### src/rtl/uart_tx_arbiter.sv
// Round-robin arbiter that shares one UartXmt transmitter between NREQ byte sources.
// Also generates the 1/DIV bit-clock enable and drives the Shift_LdF / XmitMT handshake.
module uart_tx_arbiter #(
    parameter int NREQ     = 4,
    parameter int DIV      = 16,
    parameter int EN_PHASE = 7
) (
    input  logic                    clock,
    input  logic                    reset,
    input  logic [NREQ-1:0]         req,
    input  logic [8*NREQ-1:0]       reqData,
    output logic [NREQ-1:0]         ack,
    output logic                    enable,
    output logic                    shiftLoad,
    output logic [7:0]              parallelOut,
    input  logic                    txEmpty,
    output logic                    busy,
    output logic [$clog2(NREQ)-1:0] grantId
);

    // state | meaning
    // IDLE  | transmitter free; arbitrate when txEmpty=1 and any req
    // LOAD  | byte captured, Shift_LdF=0 until the next bit-clock enable
    // SEND  | frame shifting out; return to IDLE when txEmpty is seen

    localparam int IW = $clog2(NREQ);
    localparam int DW = $clog2(DIV);

    typedef enum logic [1:0] {
        IDLE = 2'd0,
        LOAD = 2'd1,
        SEND = 2'd2
    } state_t;

    state_t         state;
    logic [DW-1:0]  freq_div;
    logic [IW-1:0]  rr_ptr;
    logic [IW-1:0]  winner;
    logic           win_found;

    // Free-running divider; DIV is a power of two so the wrap is natural overflow.
    always_ff @(posedge clock or posedge reset) begin
        if (reset) begin
            freq_div <= '0;
        end else begin
            freq_div <= freq_div + 1'b1;
        end
    end

    assign enable = (freq_div == DW'(EN_PHASE));
    assign busy   = (state != IDLE);

    // Search starts just after the last winner so every requester gets a turn.
    always_comb begin
        winner    = '0;
        win_found = 1'b0;
        for (int k = 1; k <= NREQ; k++) begin
            if (!win_found && req[(int'(rr_ptr) + k) % NREQ]) begin
                win_found = 1'b1;
                winner    = IW'((int'(rr_ptr) + k) % NREQ);
            end
        end
    end

    always_ff @(posedge clock or posedge reset) begin
        if (reset) begin
            state       <= IDLE;
            ack         <= '0;
            shiftLoad   <= 1'b1;
            parallelOut <= 8'h00;
            grantId     <= '0;
            rr_ptr      <= IW'(NREQ - 1);
        end else begin
            ack <= '0;
            case (state)
                IDLE: begin
                    shiftLoad <= 1'b1;
                    if (txEmpty && win_found) begin
                        parallelOut <= reqData[8*winner +: 8];
                        grantId     <= winner;
                        rr_ptr      <= winner;
                        ack[winner] <= 1'b1;
                        shiftLoad   <= 1'b0;
                        state       <= LOAD;
                    end
                end
                LOAD: begin
                    if (enable) begin
                        shiftLoad <= 1'b1;
                        state     <= SEND;
                    end
                end
                SEND: begin
                    if (txEmpty) begin
                        state <= IDLE;
                    end
                end
                default: begin
                    shiftLoad <= 1'b1;
                    state     <= IDLE;
                end
            endcase
        end
    end

endmodule

### config.mk
export PLATFORM = sky130hd
export DESIGN_NAME = uart_tx_arbiter
export DESIGN_NICKNAME = d
export VERILOG_FILES = /design/src/rtl/uart_tx_arbiter.sv
export SDC_FILE = /design/constraint.sdc
export NUM_CORES = 1
export LEC_CHECK = 0
export ABC_AREA = 1
export CORE_MARGIN = 1
export CORE_UTILIZATION = 49
export DETAILED_ROUTE_END_ITERATION = 8
export PLACE_DENSITY = 0.95
export SYNTH_ARGS = -nofsm -noshare
export SYNTH_HDL_FRONTEND = slang
export SYNTH_SLANG_ARGS = --single-unit
### constraint.sdc
create_clock -name clock -period 4.9 [get_ports clock]
set_input_delay 0.49 -clock clock [delete_from_list [all_inputs] [get_ports clock]]
set_output_delay 0.49 -clock clock [all_outputs]
set_load 0.05 [all_outputs]
==> impl_metrics.csv <==
group,metric,value,unit
sta,finalCriticalPeriod,2.37,ns
global_routing,grt_start_max_net_pins,24,
global_routing,use_met2,35.2,%
clocking,clk_pin_slew_worst_paths,0.12,ns
floorplanning,fp.dieH,59.0,um
detailed_routing,detail_route.first_pass.iterations,4,
final_layout,fillerInstances,269,
clocking,clock-sinks,23,
synthesis,netlist_top_cells_area,"sky130_fd_sc_hd__dfrtp_1 31%, sky130_fd_sc_hd__nand2_1 24%, sky130_fd_sc_hd__nand2_2 7.9%",
final_layout,seq_area,579,um^2
floorplanning,effective_utilization_at_floorplan,51.7,%
power,power.clock.fraction,5.5,%
synthesis,netlist.top_cell.by_area,"sky130_fd_sc_hd__dfrtp_1",
clocking,cts-root-to-sink-buffers,2,
detailed_routing,post-route-drc-count,0,
clocking,clock_tree.htree_level_count,1,
setup_path,startpoint_type,"flip-flop",
floorplanning,placeable_core_area,3080,um^2
setup_path,crit_fanout,3,
setup_path,cp_slowest_stage_delay,0.80,ns
floorplanning,die-area,3480,um^2
sta,worst_slew_pin_slew,0.811,ns
synthesis,number_of_register_bits_inferred_by_synthesis,23,
final_layout,nNetsFinal,311,
final_layout,final_cell_count_no_fill,314,
detailed_routing,route.detailed.vias_per_inst,4.81,
setup_path,timing.critical_path.depth,4,
power,irDropWorstVdd,0.374,mV
detailed_routing,final_antenna_net_count,0,
placed_design,gp_congestion,0.831,
detailed_routing,drt_iter0_markers,51,
detailed_routing,route.vias.total,1509,
setup_path,worstPathCellList,"ha_1, nand3_1, inv_1, clkdlybuf4s50_1",
power,power.switching_fraction,57.3,%
sta,setup-tns-final,0,ns
power,p_sw,0.000900,W
synthesis,post_synth_instance_area,1590,um^2
synthesis,synth_edf_count,0,
global_routing,grt.met1_usage,28.6,%
setup_path,worst-r2r-cell-count,14,
hold_path,worst_hold_path.num_cells,1,
final_layout,layout-drive-gt1-share,15.9,%
sta,maxSlewViolCount,0,
power,pwr-share-comb,75.0,%
sta,layout_worst_path_cycle_share,48.4,%
final_layout,area_growth_syn_to_layout,33.8,%
synthesis,synthArstFlopShare,100,%
clocking,clock_tree.root_cell,"sky130_fd_sc_hd__clkbuf_4",
global_routing,groute.usage.overall,21.0,%
placed_design,portBuffers,55,
synthesis,synthesis.nets,259,
synthesis,synthesis.instances,219,
setup_path,cp-end-kind,"output pin",
power,power.density_cell_area,738,nW/um^2
sta,rsz_0062_raised_after_global_routing,"false",
synthesis,share_of_the_yosys_chip_area_belonging_to_registers,36.4,%
power,leakagePower,1.10,nW
sta,final_hold_viol_count,0,
clocking,holdBufCountCts,0,
sta,setup_violations,0,
setup_path,critPathRequiredTime,4.41,ns
global_routing,top_usage_layer,"met2",
final_layout,antenna_fix_cells,0,
global_routing,gr-total-overflow,0,
floorplanning,chipWidth,59.0,um
setup_path,critical_path_buf_inv_count,2,
synthesis,post_synth_most_frequent_cells,"102 x sky130_fd_sc_hd__nand2_1, 20 x sky130_fd_sc_hd__dfrtp_1, 20 x sky130_fd_sc_hd__nand2_2",
setup_path,critical_path.slowest_cell,"sky130_fd_sc_hd__clkdlybuf4s50_1",
synthesis,synth.lib_cells_used.distinct,27,
final_layout,multi_input_area,851,um^2
synthesis,synth_top_area_share,31.4,%
power,fraction_of_power_consumed_by_sequential_logic,19.6,%
synthesis,ys.warnings.count,0,
global_routing,globalRouteMet3Util,1.97,%
sta,finalClockSkew,0.00265,ns
synthesis,yosys_most_used_dff,"sky130_fd_sc_hd__dfrtp_1",
clocking,cts_tree,"done",
sta,achievable-frequency,421,MHz
global_routing,grt_first_pass_wirelength,5750,um
clocking,cts_repair_resize_count,0,
clocking,insertion_delay,0.31,ns
sta,slew_headroom,45.9,%
job,max-cap-violations,0,
global_routing,grt_antenna_before_repair,0,
power,internal_power,0.000672,W
clocking,post-cts-setup-buffer-count,0,
setup_path,critical_path.top_delay_family,"buffers and inverters",
placed_design,hpwl,2630,um
setup_path,critical_path_arrival,1.88,ns
global_routing,number_of_global_route_vias_before_repair,1382,
placed_design,place_inst,310,
detailed_routing,final_routed_wirelength,3280,um
setup_path,crit_type,"reg2out",
hold_path,timing.hold.worst.class,"reg2reg",
synthesis,most_repeated_cell_in_the_gate_level_netlist_after_synthesis,"sky130_fd_sc_hd__nand2_1",
synthesis,syn_area_cell,7.27,um^2
detailed_routing,routedWlPerCell,10.4,um
floorplanning,rows,20,
clocking,cts_inserted_buffers,3,
floorplanning,pin_count,56,
outcome,run_status,"finished, final reports clean",
flip-flops by register name (all words and copies together), names as in the netlist:
signal       flops
ack              4
freq_div         4
shiftLoad        1
parallelOut      8
rr_ptr           2
state            2
grantId          2
per-layer routing:
| layer | wire [um] | up-vias |
|---|---|---|
| li1 | - | 796 |
| met1 | 1530 | 656 |
| met2 | 1530 | 53 |
| met3 | 165 | 4 |
| met4 | 48 | 0 |
| met5 | 0 | - |
final cells by class:
| type | instances | share of cell area (%) |
|---|---|---|
| sequential | 23 | 27.2 |
| multi-input combinational | 171 | 39.9 |
| clock buffer | 4 | 1.23 |
| timing repair buffer | 55 | 25.8 |
| inverter | 17 | 3.23 |
| tap | 44 | 2.58 |
worst paths after layout:
| kind | startpoint | endpoint | slack (ns) |
|---|---|---|---|
| max | freq_div[0] | enable | 2.53 |
| min | freq_div[0] | freq_div[0] | 0.46 |
| max reg2reg | rr_ptr[0] | parallelOut[2] | 2.65 |
| min reg2reg | freq_div[0] | freq_div[0] | 0.46 |
| max in group asynchronous | reset | ack[1] | 3.78 |
| min in group asynchronous | reset | freq_div[2] | 0.62 |
power groups by stage:
stage,clock [W],combinational (W),sequential (W)
floorplan,0,0.000878,0.000457
global placement,0,0.00116,0.000311
global route,0.0000927,0.00131,0.000316
detailed placement,0,0.00118,0.000312
finish,0.0000860,0.00118,0.000308
CTS,0.0000878,0.00119,0.000307
worst reg2reg max path, delay by kind of cell (launching register included):
| kind | cells | cell delay (ns) |
|---|---|---|
| and+or+nand+nor | 13 | 1.42 |
| DFF | 1 | 0.69 |
| buffers and inverters | 1 | 0.09 |
cell families (layout without fill, tap and decap cells):
| logic type | count (synthesis) | count (layout) | synth area share (%) |
|---|---|---|---|
| buffers and inverters | 25 | 76 | 10.2 |
| adder cells (fa/ha/maj) | 1 | 1 | 0.785 |
| AO/OA/AOI/OAI | 6 | 6 | 1.96 |
| AND/OR/NAND/NOR | 162 | 162 | 49.6 |
| XOR/XNOR | 2 | 2 | 1.10 |
| flip-flops | 23 | 23 | 36.4 |
metrics by stage:
stage	hold slack (ns)	area, um^2	power [W]	util [%]	worst slack, ns
CTS	0.464	2130	0.00158	69.2	2.51
floorplan	0.423	1590	0.00133	-	3.05
global placement	0.445	2100	0.00147	68.4	2.48
detailed placement	0.448	2100	0.00149	68.4	2.41
finish	0.464	2130	0.00157	69.2	2.53
global route	0.474	2130	0.00172	69.2	2.42
cell usage in the layout, fill, tap and decap left out:
| cell | synthesis | final |
|---|---|---|
| sky130_fd_sc_hd__a31oi_1 | 1 | 1 |
| sky130_fd_sc_hd__clkbuf_1 | 0 | 1 |
| sky130_fd_sc_hd__clkbuf_4 | 0 | 3 |
| sky130_fd_sc_hd__inv_2 | 6 | 6 |
| sky130_fd_sc_hd__o21ai_1 | 2 | 2 |
| sky130_fd_sc_hd__nor2_1 | 6 | 6 |
| sky130_fd_sc_hd__dfstp_2 | 3 | 3 |
| sky130_fd_sc_hd__nor3_1 | 1 | 1 |
| sky130_fd_sc_hd__ha_1 | 1 | 1 |
| sky130_fd_sc_hd__nand2_2 | 20 | 20 |
| sky130_fd_sc_hd__nand3_4 | 2 | 2 |
| sky130_fd_sc_hd__o21ai_0 | 2 | 2 |
| sky130_fd_sc_hd__nand4_1 | 16 | 16 |
| sky130_fd_sc_hd__nand2_1 | 102 | 102 |
| sky130_fd_sc_hd__inv_1 | 10 | 10 |
| sky130_fd_sc_hd__clkdlybuf4s50_1 | 0 | 55 |
| sky130_fd_sc_hd__nand3_1 | 7 | 7 |
| sky130_fd_sc_hd__nand3_2 | 1 | 1 |
| sky130_fd_sc_hd__dfrtp_1 | 20 | 20 |
| sky130_fd_sc_hd__nor2_2 | 1 | 1 |
| sky130_fd_sc_hd__inv_6 | 1 | 1 |
| sky130_fd_sc_hd__nand2_4 | 4 | 4 |
| sky130_fd_sc_hd__xor2_1 | 2 | 2 |
| sky130_fd_sc_hd__nor2_4 | 2 | 2 |
| sky130_fd_sc_hd__a21oi_1 | 1 | 1 |
No activity file was read; power rests on OpenSTA's default activity.
